<file path="src/rtl/addr_route_demux.sv">
// Routes upstream requests to one of NoPorts master ports using addr_decode results,
// keeping responses in order by locking to one port while transactions are outstanding.
module addr_route_demux #(
    parameter int unsigned NoPorts   = 2,
    parameter int unsigned MaxTrans  = 4,
    parameter int unsigned AddrWidth = 12,
    parameter int unsigned DataWidth = 32,
    localparam int unsigned IdxWidth = (NoPorts > 1) ? $clog2(NoPorts) : 1,
    localparam int unsigned CntWidth = $clog2(MaxTrans + 1)
) (
    input  logic                               clk_i,
    input  logic                               rst_ni,
    input  logic                               slv_req_valid_i,
    output logic                               slv_req_ready_o,
    input  logic [AddrWidth-1:0]               slv_req_addr_i,
    input  logic [DataWidth-1:0]               slv_req_data_i,
    output logic [AddrWidth-1:0]               dec_addr_o,
    input  logic [IdxWidth-1:0]                dec_idx_i,
    input  logic                               dec_valid_i,
    input  logic                               dec_error_i,
    output logic [NoPorts-1:0]                 mst_req_valid_o,
    input  logic [NoPorts-1:0]                 mst_req_ready_i,
    output logic [AddrWidth-1:0]               mst_req_addr_o,
    output logic [DataWidth-1:0]               mst_req_data_o,
    input  logic [NoPorts-1:0]                 mst_rsp_valid_i,
    output logic [NoPorts-1:0]                 mst_rsp_ready_o,
    input  logic [NoPorts-1:0][DataWidth-1:0]  mst_rsp_data_i,
    output logic                               slv_rsp_valid_o,
    input  logic                               slv_rsp_ready_i,
    output logic [DataWidth-1:0]               slv_rsp_data_o,
    output logic                               slv_rsp_err_o
);

    localparam logic [CntWidth-1:0] CntMax = CntWidth'(MaxTrans);

    logic [CntWidth-1:0] cnt_q, cnt_d;
    logic [IdxWidth-1:0] lock_q, lock_d;
    logic                err_q, err_d;

    logic cnt_zero;
    logic idx_ok;
    logic route_ok;
    logic err_ok;
    logic route_hs;
    logic err_hs;
    logic rsp_hs;
    logic lock_rsp_valid;

    assign dec_addr_o     = slv_req_addr_i;
    assign mst_req_addr_o = slv_req_addr_i;
    assign mst_req_data_o = slv_req_data_i;

    assign cnt_zero = (cnt_q == '0);
    assign idx_ok   = (32'(dec_idx_i) < NoPorts);

    // A routed request may join the outstanding group only if it targets the locked port.
    assign route_ok = dec_valid_i && idx_ok && !err_q && (cnt_q < CntMax)
                      && (cnt_zero || (dec_idx_i == lock_q));
    assign err_ok   = !dec_valid_i && dec_error_i && cnt_zero && !err_q;

    assign route_hs       = route_ok && slv_req_valid_i && mst_req_ready_i[dec_idx_i];
    assign err_hs         = err_ok && slv_req_valid_i;
    assign lock_rsp_valid = !err_q && !cnt_zero && mst_rsp_valid_i[lock_q];
    assign rsp_hs         = lock_rsp_valid && slv_rsp_ready_i;

    generate
        for (genvar gi = 0; gi < NoPorts; gi++) begin : g_port
            assign mst_req_valid_o[gi] = route_ok && slv_req_valid_i
                                         && (dec_idx_i == IdxWidth'(gi));
            assign mst_rsp_ready_o[gi] = !err_q && !cnt_zero
                                         && (lock_q == IdxWidth'(gi)) && slv_rsp_ready_i;
        end
    endgenerate

    always_comb begin
        slv_req_ready_o = 1'b0;
        if (route_ok) begin
            slv_req_ready_o = mst_req_ready_i[dec_idx_i];
        end else if (err_ok) begin
            slv_req_ready_o = 1'b1;
        end
    end

    always_comb begin
        slv_rsp_valid_o = 1'b0;
        slv_rsp_err_o   = 1'b0;
        slv_rsp_data_o  = '0;
        if (err_q) begin
            slv_rsp_valid_o = 1'b1;
            slv_rsp_err_o   = 1'b1;
        end else if (!cnt_zero) begin
            slv_rsp_valid_o = mst_rsp_valid_i[lock_q];
            slv_rsp_data_o  = mst_rsp_data_i[lock_q];
        end
    end

    always_comb begin
        cnt_d  = cnt_q;
        lock_d = lock_q;
        err_d  = err_q;
        if (route_hs && !rsp_hs) begin
            cnt_d = cnt_q + CntWidth'(1);
        end else if (rsp_hs && !route_hs) begin
            cnt_d = cnt_q - CntWidth'(1);
        end
        if (route_hs) begin
            lock_d = dec_idx_i;
        end
        // The local error response is only ever issued with nothing outstanding.
        if (err_q && slv_rsp_ready_i) begin
            err_d = 1'b0;
        end else if (err_hs) begin
            err_d = 1'b1;
        end
    end

    always_ff @(posedge clk_i or negedge rst_ni) begin
        if (!rst_ni) begin
            cnt_q  <= '0;
            lock_q <= '0;
            err_q  <= 1'b0;
        end else begin
            cnt_q  <= cnt_d;
            lock_q <= lock_d;
            err_q  <= err_d;
        end
    end

    generate
        for (genvar gi = 0; gi < NoPorts; gi++) begin : g_rsp_chk
            a_rsp_on_locked_port: assert property (@(posedge clk_i) disable iff (!rst_ni)
                mst_rsp_valid_i[gi] |-> (!err_q && !cnt_zero && (lock_q == IdxWidth'(gi))));
        end
    endgenerate

    a_req_stable: assert property (@(posedge clk_i) disable iff (!rst_ni)
        (slv_req_valid_i && !slv_req_ready_o) |=>
            (slv_req_valid_i && $stable(slv_req_addr_i) && $stable(slv_req_data_i)));

endmodule

</file>
<file path="config.mk">
export PLATFORM = sky130hd
export DESIGN_NAME = addr_route_demux
export DESIGN_NICKNAME = d
export VERILOG_FILES = /design/src/rtl/addr_route_demux.sv
export SDC_FILE = /design/constraint.sdc
export NUM_CORES = 1
export LEC_CHECK = 0
export ABC_AREA = 0
export CORE_UTILIZATION = 21
export CTS_CLUSTER_DIAMETER = 30
export DETAILED_ROUTE_END_ITERATION = 7
export PLACE_DENSITY = 0.9
export SETUP_SLACK_MARGIN = 0.5
export SLEW_MARGIN = 20
export SYNTH_ARGS = -nofsm -noshare
export SYNTH_HDL_FRONTEND = slang
export SYNTH_SLANG_ARGS = --single-unit
</file>
<file path="constraint.sdc">
create_clock -name clk_i -period 2.4 [get_ports clk_i]
set_clock_uncertainty 0.2 [all_clocks]
set_input_delay 0.48 -clock clk_i [delete_from_list [all_inputs] [get_ports clk_i]]
set_output_delay 0.48 -clock clk_i [all_outputs]
set_load 0.01 [all_outputs]
</file>
==> results of run 1 <==
logic make-up after synthesis:
group	Yosys count	share of synthesized area
buf+inv	69	0.380
simple gates	48	0.188
mux	35	0.261
compound gates	6	0.0295
flops	5	0.0922
xor+xnor	4	0.0258
fa+ha+maj	2	0.0240
layout by cell type (no fill, tap or decap), types with 3 or more instances in the layout:
cell type	n
sky130_fd_sc_hd__nor2_1	9
sky130_fd_sc_hd__mux2_4	3
sky130_fd_sc_hd__nor2_2	9
sky130_fd_sc_hd__clkbuf_8	3
sky130_fd_sc_hd__mux2i_1	30
sky130_fd_sc_hd__dlygate4sd2_1	7
sky130_fd_sc_hd__inv_1	4
sky130_fd_sc_hd__nor2_4	18
sky130_fd_sc_hd__buf_4	17
sky130_fd_sc_hd__dfrtp_1	3
sky130_fd_sc_hd__clkdlybuf4s50_1	66
sky130_fd_sc_hd__buf_12	6
sky130_fd_sc_hd__buf_6	28
sky130_fd_sc_hd__clkbuf_2	15
sky130_fd_sc_hd__buf_2	6
worst max-delay path, delay by kind of cell, from the launching register on:
kind                     cells  cell delay, ns
AND/OR/NAND/NOR              3            0.56
buffers and inverters        2            0.17
flip-flops                   1            0.41
AO/OA/AOI/OAI                1            0.07
adder cells (fa/ha/maj)      2            0.54
XOR/XNOR                     2            0.27
cell usage after synthesis, types with 2 or more instances:
library cell              instances
sky130_fd_sc_hd__nand2_1          2
sky130_fd_sc_hd__buf_2            3
sky130_fd_sc_hd__inv_1            5
sky130_fd_sc_hd__and3_1           2
sky130_fd_sc_hd__mux2i_1         32
sky130_fd_sc_hd__dfrtp_1          5
sky130_fd_sc_hd__nand3_1          2
sky130_fd_sc_hd__nor2_4           2
sky130_fd_sc_hd__buf_6            3
sky130_fd_sc_hd__mux2_2           3
sky130_fd_sc_hd__buf_4           57
sky130_fd_sc_hd__nor2_2           8
sky130_fd_sc_hd__nor2_1          26
sky130_fd_sc_hd__xnor2_1          3
stage by stage:
step	std cells	TNS, ns	utilization	setup WS, ns	hold WS (ns)
after floorplan	169	0	-	0.252	-0.0156
after global placement	305	-1.31	0.363	-0.318	0.419
after detailed placement	305	-1.78	0.363	-0.397	0.435
after CTS	318	0	0.374	0.123	0.298
after global routing	335	0	0.443	0.0260	0.309
final	335	0	0.443	0.106	0.291
where the power goes:
part           internal, mW  switching, mW
combinational         0.988          0.652
sequential            0.116         0.0324
clock                 0.114         0.0397
timing repair:
action	CTS	global route
pin swaps	7	22
endpoints found under the setup margin	41	42
buffers inserted	8	15
gates resized for setup	105	118
cloned	1	2
layout make-up:
type | instances | area [um^2] | area share
clock buffers | 4 | 45.0 | 0.0168
inverters | 5 | 18.8 | 0.00699
multi-input cells | 95 | 892 | 0.332
flip-flops and latches | 5 | 128 | 0.0476
well taps | 75 | 93.8 | 0.0350
repair buffers | 151 | 1510 | 0.561
worst max path at each step:
| stage | start | to | slack, ns | depth (start not counted) |
|---|---|---|---|---|
| floorplan | err_q | cnt_q[2] | 0.25 | 9 |
| global placement | dec_idx_i | slv_req_ready_o | -0.32 | 5 |
| detailed placement | dec_idx_i | slv_req_ready_o | -0.40 | 5 |
| CTS | cnt_q[2] | slv_rsp_data_o[23] | 0.12 | 6 |
| global route | cnt_q[2] | cnt_q[2] | 0.03 | 10 |
| finish | cnt_q[2] | cnt_q[2] | 0.11 | 10 |
routing by layer:
| metal | GRT usage | part of all wire |
|---|---|---|
| met1 | 0.0998 | 0.32 |
| met2 | 0.221 | 0.53 |
| met3 | 0.0418 | 0.12 |
| met4 | 0.0719 | 0.031 |
| met5 | 0 | 0 |
registers in the layout, indices dropped and copies added, names as in the netlist:
name    cells
cnt_q       3
lock_q      1
err_q       1
==> tab_implementation.tex, run 1 <==
\begin{tabular}{lr}
\hline
Metric & Value \\
\hline
\multicolumn{2}{l}{\textbf{Clock tree}} \\
CTS tree & done \\
Cts hold-fix bufs & 0 \\
Root buf cell & sky130\_fd\_sc\_hd\_\_clkbuf\_8 \\
H-tree levels & 1 \\
Clock latency on the worst-skew pair & about 0.22 ns \\
Count of clock tree sinks & 5 \\
TritonCTS Buffers & 3 \\
Clock transition at the registers of the reported paths & 0.03 ns \\
CTS max path bufs & 2 \\
\multicolumn{2}{l}{\textbf{Logic synthesis}} \\
Average size of a mapped cell & $\sim$8.0 um\^{}2 \\
Number of enable flip-flop cells after synthesis & 0 \\
Yosys Warn Count & 0 \\
Synth top area cells & sky130\_fd\_sc\_hd\_\_buf\_4 (32\%), sky130\_fd\_sc\_hd\_\_mux2i\_1 (24\%), sky130\_fd\_sc\_hd\_\_dfrtp\_1 (9.2\%) \\
Primary flip-flop cell chosen by synthesis mapping & sky130\_fd\_sc\_hd\_\_dfrtp\_1 \\
Cells after Synth & roughly 170 \\
Cell area after technology mapping & $\sim$1400 um\^{}2 \\
Yosys top cell area share & 0.315 \\
Cell taking the most area after synthesis & sky130\_fd\_sc\_hd\_\_buf\_4 \\
Mapped Nets & 290 \\
Sequential element share of the synthesized area & 0.0922 \\
Synth async-reset ratio & 1.00 \\
Seq cells post-synth & 5 \\
Post-synthesis cell type count & 30 \\
\multicolumn{2}{l}{\textbf{Die}} \\
Top-level port count & around 210 \\
Number of standard-cell rows in the floorplan & 28 \\
Starting density of the core & 0.224 \\
Width of the die & 82.4 um \\
Die outline height & approximately 82 um \\
Floorplan Core Area & approximately 6100 um\^{}2 \\
Full die area & just under 7000 um\^{}2 \\
\multicolumn{2}{l}{\textbf{Finish}} \\
Share of layout cells above drive strength 1 & 0.481 \\
Post-layout net count & between 300 and 400 \\
Fin area & between 2000 and 3000 um\^{}2 \\
Antenna cells & 0 \\
Syn-to-layout area delta & 97.7\% \\
Fillers & approximately 570 \\
\multicolumn{2}{l}{\textbf{Worst setup path}} \\
Critical Path Sink Type & flop \\
Kind of launch point of the worst setup path & flop \\
Register-to-register setup slack & about 0.11 ns \\
Critical path cell sequence & buf\_6 > and4bb\_2 > o21ai\_2 > nor2b\_1 > ha\_2 > inv\_2 > fa\_2 > xor2\_1 > nor2\_1 > xnor2\_1 \\
Worst stage delay on the critical path & $\sim$0.41 ns \\
Required arrival time at the worst endpoint & approximately 2.3 ns \\
Type of the setup path with the least slack & flop to flop \\
Worst path arrival time & around 2.2 ns \\
Cell type of the slowest stage on the worst timing path & sky130\_fd\_sc\_hd\_\_dfrtp\_1 \\
Critical R2R Capture & cnt\_q[2] \\
Largest fanout of any net on the critical path & 2 \\
Count of cells along the worst register-to-register path & 10 \\
Startpoint of the most critical register-to-register path & cnt\_q[2] \\
\multicolumn{2}{l}{\textbf{Pwr}} \\
Maximum vdd ir drop & around 0.39 mV \\
PD cells & a little over 700 nW/um\^{}2 \\
Leak Pwr & $\sim$1.1 nW \\
Final Total Pwr & about 2 mW \\
\multicolumn{2}{l}{\textbf{STA}} \\
Worst-Margin Slew & roughly 0.31 ns \\
Ratio of final minimum period to clock period & 0.956 \\
Hold Violations, Final & 0 \\
RSZ-0062 raised after global routing & yes \\
Fin. max-slew vios & 0 \\
Max-Slew Margin vs Limit & 0.788 \\
Max Freq & 436 MHz \\
Tmin final & 2.29 ns \\
Finish-stage setup viols & 0 \\
\multicolumn{2}{l}{\textbf{Hold path}} \\
HP Class & primary input to asynchronous set/reset pin \\
\multicolumn{2}{l}{\textbf{Global routing}} \\
Remaining global-route overflow & 0 \\
Largest net degree at the start of global routing & 19 \\
Gr usage total & 0.115 \\
Via count of the first global-routing pass & 1296 \\
Number of antenna violations at the first check in global routing & 0 \\
First-pass GRT wire length & 5870 um \\
\multicolumn{2}{l}{\textbf{Outcome}} \\
Result of the run & completed \\
\multicolumn{2}{l}{\textbf{Drt}} \\
WL per Instance & between 10 and 15 um \\
Antenna-violating nets left & 0 \\
Iteration count of the initial detailed-routing pass & 4 \\
Routed vias & about 1400 \\
Total Routed Length & just under 5000 um \\
Via density & 4.23 \\
Total DRC errors in the routed layout & 0 \\
Number of violations reported at the end of detailed-routing iteration 0 & 13 \\
\multicolumn{2}{l}{\textbf{Job}} \\
Max-cap check violation count & 0 \\
\multicolumn{2}{l}{\textbf{Place}} \\
I/O Buffers & between 100 and 150 \\
Estimated wirelength of the detail-placed design & 3440 um \\
Post-detailed-placement cell area & $\sim$2200 um\^{}2 \\
Placer's final routability congestion estimate & 0.744 \\
\hline
\end{tabular}
No activity file was read; power rests on OpenSTA's default activity.
==> run 2: changes to the inputs <==
--- a/config.mk
+++ b/config.mk
@@ -11,7 +11,6 @@
 export DETAILED_ROUTE_END_ITERATION = 7
 export PLACE_DENSITY = 0.9
 export SETUP_SLACK_MARGIN = 0.5
-export SLEW_MARGIN = 20
 export SYNTH_ARGS = -nofsm -noshare
 export SYNTH_HDL_FRONTEND = slang
 export SYNTH_SLANG_ARGS = --single-unit
==> results of run 2 <==
The final DEF is identical to that of run 1; final timing and power are the same.
